File: src/rtl/serial_subtractor.sv
`default_nettype none
// ============================================================================
// Module      : serial_subtractor
// Description : Bit-serial subtractor computing a - b - bin (mod 2^WIDTH),
//               one bit per clock, LSB first. Three-state FSM
//               (IDLE / SHIFT / DONE) with registered busy/done/result.
//               Optional macro SERIAL_SUB_OVF_EN adds the signed-overflow
//               output ovf.
// Revision    : 1.0 - initial release
// ============================================================================
module serial_subtractor #(
  parameter int WIDTH = 8
) (
  input  logic             clk,
  input  logic             rst_n,
  input  logic             start,
  input  logic [WIDTH-1:0] a,
  input  logic [WIDTH-1:0] b,
  input  logic             bin,
  output logic             busy,
  output logic             done,
  output logic [WIDTH-1:0] diff,
  output logic             bout
`ifdef SERIAL_SUB_OVF_EN
  ,
  output logic             ovf
`endif
);

  // Counter just wide enough to hold the value WIDTH.
  localparam int                 c_CNT_W = $clog2(WIDTH + 1);
  localparam logic [c_CNT_W-1:0] c_LAST  = c_CNT_W'(WIDTH - 1);

  typedef enum logic [1:0] {
    ST_IDLE  = 2'd0,
    ST_SHIFT = 2'd1,
    ST_DONE  = 2'd2
  } state_t;

  state_t             r_state;
  logic [WIDTH-1:0]   r_a;
  logic [WIDTH-1:0]   r_b;
  logic [WIDTH-1:0]   r_res;
  logic               r_br;
  logic [c_CNT_W-1:0] r_cnt;

  logic               w_a0;
  logic               w_b0;
  logic               w_d;
  logic               w_borrow;
  logic [WIDTH-1:0]   w_res_next;

  // Full-subtractor slice on the current operand LSBs and the borrow register.
  assign w_a0       = r_a[0];
  assign w_b0       = r_b[0];
  assign w_d        = w_a0 ^ w_b0 ^ r_br;
  assign w_borrow   = (~w_a0 & w_b0) | (~(w_a0 ^ w_b0) & r_br);
  assign w_res_next = {w_d, r_res[WIDTH-1:1]};

  // Control FSM, datapath shift registers and registered outputs.
  always_ff @(posedge clk or negedge rst_n) begin
    if (!rst_n) begin
      r_state <= ST_IDLE;
      r_a     <= '0;
      r_b     <= '0;
      r_res   <= '0;
      r_br    <= 1'b0;
      r_cnt   <= '0;
      busy    <= 1'b0;
      done    <= 1'b0;
      diff    <= '0;
      bout    <= 1'b0;
`ifdef SERIAL_SUB_OVF_EN
      ovf     <= 1'b0;
`endif
    end else begin
      case (r_state)
        ST_IDLE, ST_DONE: begin
          // DONE accepts start too, so operations can run back to back.
          done <= 1'b0;
          if (start) begin
            r_a     <= a;
            r_b     <= b;
            r_br    <= bin;
            r_cnt   <= '0;
            r_state <= ST_SHIFT;
            busy    <= 1'b1;
          end else begin
            r_state <= ST_IDLE;
          end
        end

        ST_SHIFT: begin
          // start is deliberately ignored here.
          r_res <= w_res_next;
          r_a   <= r_a >> 1;
          r_b   <= r_b >> 1;
          r_br  <= w_borrow;
          r_cnt <= r_cnt + c_CNT_W'(1);
          if (r_cnt == c_LAST) begin
            // Last bit: publish the full result in one shot so diff never
            // shows a partial value.
            r_state <= ST_DONE;
            busy    <= 1'b0;
            done    <= 1'b1;
            diff    <= w_res_next;
            bout    <= w_borrow;
`ifdef SERIAL_SUB_OVF_EN
            // r_br is the borrow into the MSB, w_borrow the borrow out of it.
            ovf     <= r_br ^ w_borrow;
`endif
          end
        end

        default: begin
          r_state <= ST_IDLE;
          busy    <= 1'b0;
          done    <= 1'b0;
        end
      endcase
    end
  end

endmodule
`default_nettype wire

File: config.mk
export PLATFORM = sky130hd
export DESIGN_NAME = serial_subtractor
export DESIGN_NICKNAME = d
export VERILOG_FILES = /design/src/rtl/serial_subtractor.sv
export SDC_FILE = /design/constraint.sdc
export NUM_CORES = 1
export LEC_CHECK = 0
export ABC_AREA = 1
export BUFFER_PORTS_ARGS = -buffer_cell sky130_fd_sc_hd__buf_2
export CAP_MARGIN = 20
export CORE_MARGIN = 1.5
export CORE_UTILIZATION = 40
export DETAILED_ROUTE_END_ITERATION = 8
export PLACE_DENSITY = 0.63
export SLEW_MARGIN = 30
export SYNTH_ARGS = -nofsm -noshare
export SYNTH_HDL_FRONTEND = slang
export SYNTH_SLANG_ARGS = --single-unit
File: constraint.sdc
create_clock -name clk -period 1.1 [get_ports clk]
set_clock_uncertainty 0.05 [all_clocks]
set_input_delay 0.055 -clock clk [delete_from_list [all_inputs] [get_ports clk]]
set_output_delay 0.055 -clock clk [all_outputs]
set_load 0.01 [all_outputs]
======== After elaboration in Yosys (flattened, before gate mapping) ========
Index checks and enable logic that the tools add are counted.
storage, ports and cells
  bits in registers ....................... 42
  input port bits ......................... 20
  output and inout port bits .............. 11
  word-level logic and storage cells ...... 45
operators by class
  add/sub/neg operators ................... 1
  equal/unequal tests ..................... 5
  mux-type cells .......................... 16
  bitwise logic cells ..................... 7
  reductions and logical operators ........ 6
operators with widths
  kind                                           number
  one-hot mux 8 bit (2 select lines)             2
  two-way mux 8 bit                              2
  one-hot mux 4 bit (2 select lines)             1
  two-way mux 1 bit                              6
  AND reduction 2 bit                            3
  adder 4 x 1 -> 4 bit, second input constant    1
  == test 4 x 3 -> 1 bit, second input constant  1
  two-way mux 4 bit                              1
  != test 2 bit, second input constant           2
  one-hot mux 1 bit (2 select lines)             2
  one-hot mux 2 bit (2 select lines)             1
  bitwise AND 1 bit                              2
  == test 2 x 1 -> 1 bit, second input constant  1
  == test 2 bit, second input constant           1
  zero test 2 bit                                1
  two-way mux 2 bit                              1
  NOT 1 bit                                      2
  nonzero test 2 bit                             1
  OR reduction 2 bit                             1
  bitwise XOR 1 bit                              2
  OR 1 bit                                       1

======== Longest topological paths before layout ========
Gate-level depths: netlist (run 1).
  depth in word-level cells ............... 5
  gate-level depth with buffers ........... 7
  mapped depth without buffers ............ 7

======== Worst setup path after synthesis (run 1) ========
No wires, ideal clock.
  path type ............................... register to register
  start point ............................. register r_cnt[0]
  end point ............................... register bout
  setup time .............................. 117 ps
  arrival ................................. 1076 ps
  data required time ...................... 933 ps
  setup slack ............................. -143 ps
  cell stages (with the launch flop) ...... 7
  path buffers ............................ 0
  clock period less this slack ............ 1243 ps
  cell sequence ........................... dfrtp_1 > ha_1 > nand2_1 > nor2_4 > nand2_2 > nand2_1 > nand2_1
on the way
  cells in the longest elaborated chain, start to end .. 2
ends and longest elaborated chain
  element                               RTL line  RTL
  start, declared                       45        logic [c_CNT_W-1:0] r_cnt;
  start signal, assigned                99        r_cnt <= r_cnt + c_CNT_W'(1);
  == test 4 x 3 -> 1 bit                100       if (r_cnt == c_LAST) begin
  AND reduction 2 bit (no source line)  --
  end signal, assigned                  107       bout <= w_borrow;
  end, declared                         23        output logic bout
Every way passes these cells.
A chain may end at the register's enable or synchronous reset.

======== Worst setup path in the final report (run 1) ========
  start point ............................. register r_br
  end point ............................... register r_res[7]
on the way
  cells in the longest elaborated chain, start to end .. 1
ends and longest elaborated chain
  element                 RTL line  RTL
  start, declared         44        logic r_br;
  start signal, assigned  84        r_br <= bin;
  start signal, assigned  98        r_br <= w_borrow;
  bitwise XOR 1 bit       56        assign w_d = w_a0 ^ w_b0 ^ r_br;
  named net w_d           49        logic w_d;
  end signal, assigned    95        r_res <= w_res_next;
  end, declared           43        logic [WIDTH-1:0] r_res;
The timed path passes the listed nets, and every way through them passes these cells.

==> impl_metrics.py, run 1 <==
metrics = {
    "place": {
        "dpl.cell_count": 322,
        "place_hpwl_um": 2345,
        "gp_congestion": 0.7388,
        "portBuffers": 30,
    },
    "logic_synthesis": {
        "synth_ff_type": "dfrtp_1",
        "synth.avg_cell_area_um2": 8.083,
        "synth_edf_count": 0,
        "ys_ff_latch": 40,
        "ys_warn_count": 0,
        "synth_top_cell_by_area": "dfrtp_1",
        "ys_top_cells_by_area": "dfrtp_1, nand2_1, inv_1",
        "yosysSeqAreaShare": 0.5479,
        "syn_nets": 248,
        "netlist_instances": 226,
        "async_flop_share": 1.000,
        "synth_top_area_share": 0.5479,
        "synth_common_cells": "nand2_1, dfrtp_1, inv_1",
        "ys_types": 18,
        "syn_area_mm2": 0.001827,
        "yosysMostFrequentCell": "nand2_1",
    },
    "die": {
        "io_pins": 31,
        "rows": 24,
        "core_area_mm2": 0.004384,
        "start_util": 0.4167,
        "die-area_mm2": 0.004982,
        "die_h_um": 70.58,
        "die_w_um": 70.58,
    },
    "clock_tree": {
        "cts_tree": "built",
        "clk_pin_slew_ns": 0.08,
        "clock_sinks": 40,
        "cts_root_buffer": "clkbuf_8",
        "clock_latency_ns": 0.29,
        "cts_max_level": 2,
        "numCtsBuffers": 5,
        "cts_buffer_depth": 2,
    },
    "job": {
        "max_cap_violations": 0,
    },
    "critical_path": {
        "r2r_end": "r_res[7]$_DFFE_PN0P_",
        "worst-path-buf-inv": 1,
        "cp_slowest_cell": "fa_2",
        "worstSetupEndpointType": "flop",
        "critPathTopFamily": "adder cells",
        "crit_type": "reg -> reg",
        "worst_ep_arrival_time_ns": 1.38,
        "startpoint_type": "flop",
        "worstPathMaxFanout": 2,
        "max_stage_delay_ns": 0.57,
        "reg2reg_from": "r_br$_DFFE_PN0P_",
        "r2r_setup_slack_ns": -0.11,
        "cp_data_required_time_ns": 1.27,
        "reg2reg_depth": 4,
        "crit_chain": "inv_2 > fa_2 > nand2_1 > o21ai_1",
    },
    "drt": {
        "routed_wl_um": 3869,
        "ant_nets": 0,
        "route.detailed.drc": 0,
        "via_per_inst": 4.480,
        "dr.pass1.iters": 4,
        "vias": 1577,
        "drt_iter0_drc": 46,
        "wl_per_cell_um": 10.99,
    },
    "sta": {
        "slew_violations": 0,
        "finalCritPeriodShare": 1.098,
        "hold_slack_ns": -0.0007500,
        "setup_tns_ns": -1.600,
        "setup_slack_ns": -0.1078,
        "worst_slew_pin_slew_ns": 0.3513,
        "setup_viol": 33,
        "relSlewSlack": 0.7658,
        "hold_viol": 1,
        "clock.fmax_ghz": 0.8280,
        "rsz0062_at_grt": "true",
        "period_minus_slack_ns": 1.208,
    },
    "cells_and_area": {
        "num-fill-cells": 383,
        "fin_util": 0.5962,
        "final-seq-area_mm2": 0.001002,
        "antenna_cells": 0,
        "fin_nets": 322,
        "fin_cells": 352,
        "syn_to_final_growth_pct": 43.08,
        "drive_above_1_share": 0.3233,
        "multi_input_area_um2": 767.0,
    },
    "run_status": {
        "run_status": "complete, but fails checks",
        "violations": "negative hold slack, negative setup slack",
    },
    "min_path": {
        "hold_depth": 5,
        "hold_path_class": "in -> reg",
        "min_from": "a[1]",
        "hold_end": "r_a[1]$_DFFE_PN0P_",
    },
    "global_route": {
        "track_usage": 0.1588,
        "grt_pass1_vias": 1504,
        "antenna_found_initial": 0,
        "grt_max_degree": 21,
        "grt_pass1_wl_um": 6334,
        "grt_overflow": 0,
    },
    "power": {
        "p_leak_nw": 1.444,
        "finalPower_mw": 7.138,
        "powerDensity_mw_per_mm2": 2731,
        "peakVddDrop_uv": 1341,
    },
}
per-layer routing:
| layer | track usage | vias to the layer above | share of wire |
|---|---|---|---|
| met1 | 0.1965 | 715 | 0.47 |
| met5 | 0 | - | 0 |
| li1 | - | 825 | - |
| met3 | 0.04416 | 5 | 0.036 |
| met4 | 0.03774 | 0 | 0.0096 |
| met2 | 0.2778 | 32 | 0.49 |
worst register-to-register path, delay by kind of cell, from the launching register on:
family / cells / cell delay, ns
AOI/OAI and AO/OA: 1 / 0.06
DFF: 1 / 0.36
adders and majority gates: 1 / 0.57
buffers and inverters: 1 / 0.05
and+or+nand+nor: 1 / 0.05
report_power, final:
| group | switching [mW] | internal (mW) | total [mW] |
|---|---|---|---|
| Clock | 0.512 | 0.430 | 0.942 |
| Sequential | 0.434 | 2.15 | 2.58 |
| Combinational | 1.87 | 1.74 | 3.61 |
| Total | 2.82 | 4.32 | 7.14 |
what timing repair did:
| action | in CTS | in global routing |
|---|---|---|
| setup endpoints to repair | 34 | 36 |
| pin swaps | 4 | 4 |
| hold buffers | 16 | 0 |
| gates cloned | 0 | 4 |
| endpoints found under the hold margin | 55 | 0 |
| resized for setup | 9 | 28 |
| buffers inserted | 1 | 2 |
final cells by class:
type | instances | share of cell area
tap | 52 | 0.02489
timing repair buffer | 72 | 0.2264
clock inverter | 2 | 0.004787
sequential | 40 | 0.3834
multi-input combinational | 154 | 0.2934
clock buffer | 5 | 0.02633
inverter | 27 | 0.04069
cells in the final DEF, fill, tap and decap left out, drive strengths merged:
cell	n
a21oi	2
or2	1
dlygate4sd3	16
clkinv	1
clkbuf	6
nor2	5
clkinvlp	1
dfrtp	40
nand2	124
fa	1
o21ai	6
inv	27
buf	55
nand4	1
ha	1
nand3	13
how the worst max path moves through the flow:
stage | from | endpoint | depth (start not counted) | slack, ns
floorplan | r_cnt[0]$_DFFE_PN0P_ | bout$_DFFE_PN0P_ | 6 | -0.12
global placement | r_br$_DFFE_PN0P_ | diff[7]$_DFFE_PN0P_ | 4 | -0.07
detailed placement | r_cnt[1]$_DFFE_PN0P_ | diff[6]$_DFFE_PN0P_ | 6 | -0.09
CTS | r_br$_DFFE_PN0P_ | r_res[7]$_DFFE_PN0P_ | 4 | -0.10
global route | r_br$_DFFE_PN0P_ | diff[7]$_DFFE_PN0P_ | 4 | -0.18
finish | r_br$_DFFE_PN0P_ | r_res[7]$_DFFE_PN0P_ | 4 | -0.11
sequential cells by signal, indices dropped and copies added, names as in the netlist:
register  cells
r_cnt         4
bout          1
r_b           8
r_a           8
diff          8
busy          1
r_br          1
r_res         7
r_state       2
kinds of logic after synthesis:
| kind of cell | count (synthesis) | share of synthesized area |
|---|---|---|
| buffers and inverters | 33 | 0.08835 |
| adders and majority gates | 2 | 0.01781 |
| DFF | 40 | 0.5479 |
| AOI/OAI and AO/OA | 8 | 0.02192 |
| and+or+nand+nor | 143 | 0.3240 |
through the flow:
step                setup WS, ns  hold slack (ns)  instance area, um2
floorplan                -0.1233          -0.2906                1838
global placement        -0.06872         -0.07429                2193
detailed placement      -0.09241         -0.06152                2193
CTS                      -0.1001         0.002703                2470
global route             -0.1767          0.03363                2614
finish                   -0.1078       -0.0007500                2614
(Power assumes the default switching activity.)
==> inputs of run 2 (changes only) <==
Settings changed: REMOVE_ABC_BUFFERS set to 1.
==> impl_metrics.py, run 2 (same netlist as run 1, synthesis figures left out) <==
metrics = {
    "critical_path": {
        "worstSetupEndpointType": "flop",
        "reg2reg_depth": 6,
        "r2r_end": "diff[0]$_DFFE_PN0P_",
        "crit_type": "reg -> reg",
        "worstPathMaxFanout": 5,
        "reg2reg_from": "r_cnt[0]$_DFFE_PN0P_",
        "worst_ep_arrival_time_ns": 1.37,
        "startpoint_type": "flop",
        "r2r_setup_slack_ns": -0.14,
        "cp_data_required_time_ns": 1.23,
    },
    "sta": {
        "setup_slack_ns": -0.1355,
        "hold_slack_ns": 0.006211,
        "period_minus_slack_ns": 1.235,
        "rsz0062_at_grt": "true",
        "worst_slew_pin_slew_ns": 0.2435,
        "clock.fmax_ghz": 0.8094,
        "slew_violations": 0,
        "hold_viol": 0,
        "setup_viol": 35,
        "finalCritPeriodShare": 1.123,
        "relSlewSlack": 0.8373,
    },
    "power": {
        "switching_share": 0.3976,
        "peakVddDrop_uv": 1207,
        "powerDensity_mw_per_mm2": 2831,
        "switching_power_mw": 3.046,
        "p_leak_nw": 1.473,
        "sequentialPowerShare": 0.343,
        "pwr-share-clk": 0.127,
        "p_int_mw": 4.615,
        "pwr-share-comb": 0.529,
    },
    "clock_tree": {
        "clock_latency_ns": 0.29,
        "cts_buffer_depth": 2,
        "cts_tree": "built",
        "clock_sinks": 40,
        "cts_max_level": 2,
        "numCtsBuffers": 5,
        "clk_pin_slew_ns": 0.07,
        "cts_root_buffer": "clkbuf_8",
    },
    "cells_and_area": {
        "num-fill-cells": 387,
        "largestRegisters": "diff x8, r_a x8, r_b x8",
        "fin_area_mm2": 0.002706,
        "syn_to_final_growth_pct": 48.15,
        "fin_nets": 321,
        "antenna_cells": 0,
        "drive_above_1_share": 0.3267,
        "layout_common_cells": "nand2_1, dfrtp_1, buf_2",
        "layout_commonest_cell": "nand2_1",
    },
    "place": {
        "place_hpwl_um": 2330,
        "place_ws_ns": -0.1548,
        "dpl-instance-area_mm2": 0.002157,
        "portBuffers": 30,
        "gp_congestion": 0.7275,
    },
    "drt": {
        "vias": 1607,
        "ant_nets": 0,
        "route.detailed.drc": 0,
        "wl_per_cell_um": 11.95,
        "via_per_inst": 4.565,
        "routed_wl_um": 4207,
        "drt_iter0_drc": 30,
        "dr.pass1.iters": 5,
    },
    "global_route": {
        "gr-usage-met1": 0.1889,
        "track_usage": 0.1670,
        "grt_pass1_wl_um": 6513,
        "grt_max_degree": 41,
        "grt_use_met3": 0.05698,
        "grt_pass1_vias": 1522,
        "grt.met2_usage": 0.2987,
        "top_usage_layer": "met2",
        "antenna_found_initial": 0,
        "grt_overflow": 0,
    },
    "die": {
        "io_pins": 31,
        "die-area_mm2": 0.004982,
        "core_area_mm2": 0.004384,
        "rows": 24,
        "die_h_um": 70.58,
        "start_util": 0.4167,
        "die_w_um": 70.58,
    },
    "min_path": {
        "hold_end": "r_a[0]$_DFFE_PN0P_",
        "hold_depth": 5,
        "hold_path_class": "in -> reg",
        "min_from": "a[0]",
    },
    "run_status": {
        "run_status": "complete, but fails checks",
        "violations": "negative setup slack",
    },
    "job": {
        "max_cap_violations": 0,
    },
}
-- run 2: changes by cell type in the layout (fill, tap and decap cells not counted), sizes merged --
cell         change
dlygate4sd3      -1
clkbuf           +4
clkinvlp         -1
buf              -4
nor2             +1
inv              +1
-- run 2: worst max path at each step --
stage	startpoint	to	slack [ns]	depth (start not counted)
after floorplan	r_state[1]$_DFFE_PN0P_	bout$_DFFE_PN0P_	-0.15	4
after global placement	r_cnt[0]$_DFFE_PN0P_	diff[0]$_DFFE_PN0P_	-0.14	6
after detailed placement	r_cnt[0]$_DFFE_PN0P_	diff[2]$_DFFE_PN0P_	-0.15	6
after CTS	r_br$_DFFE_PN0P_	diff[7]$_DFFE_PN0P_	-0.09	4
after global routing	r_cnt[0]$_DFFE_PN0P_	bout$_DFFE_PN0P_	-0.21	6
final	r_cnt[0]$_DFFE_PN0P_	diff[0]$_DFFE_PN0P_	-0.14	6
-- run 2: power by group through the flow --
stage          logic [mW]  clock network (mW)  registers [mW]
2_1_floorplan        1.56                   0            2.62
5_1_grt              4.55                1.09            2.70
3_3_place_gp         2.77                   0            2.55
3_5_place_dp         2.85                   0            2.57
6_report             4.06               0.974            2.63
4_1_cts              3.24                1.01            2.55
-- run 2: layer usage --
| metal | vias to the layer above | part of all wire |
|---|---|---|
| met5 | - | 0 |
| met4 | 0 | 0.0076 |
| li1 | 825 | - |
| met3 | 6 | 0.036 |
| met2 | 36 | 0.53 |
| met1 | 740 | 0.43 |
-- run 2: what timing repair did --
item,CTS,global route
endpoints found under the hold margin,54,0
pin swaps,8,13
buffers inserted,4,3
cloned,0,6
gates resized for setup,19,41
endpoints found under the setup margin,35,40
hold buffers,15,0
-- run 2: final cells by class --
class / instances / area (um2) / area share
well taps: 52 / 65.06 / 0.02404
multi-input cells: 155 / 814.5 / 0.3010
repair buffers: 68 / 596.8 / 0.2205
clock buffers: 8 / 90.09 / 0.03329
flip-flops and latches: 40 / 1003 / 0.3708
inverters: 27 / 113.9 / 0.04207
repair inverters: 2 / 22.52 / 0.008322
-- run 2: critical path, stage by stage (launching register included) --
cell     delay [ns]
dfrtp_1        0.41
ha_4           0.18
nand2_4        0.06
nor2_4         0.17
nand2_2        0.15
nand2_1        0.08
nand2_1        0.04
-- run 2: metrics by stage --
| step | power (mW) | setup TNS [ns] | cells | util |
|---|---|---|---|---|
| 5_1_grt | 8.338 | -5.309 | 352 | 0.6173 |
| 3_5_place_dp | 5.422 | -3.850 | 317 | 0.4920 |
| 2_1_floorplan | 4.178 | -2.863 | 220 | - |
| 4_1_cts | 6.802 | -1.357 | 344 | 0.5659 |
| 6_report | 7.661 | -2.640 | 352 | 0.6173 |
| 3_3_place_gp | 5.321 | -2.958 | 317 | 0.4920 |
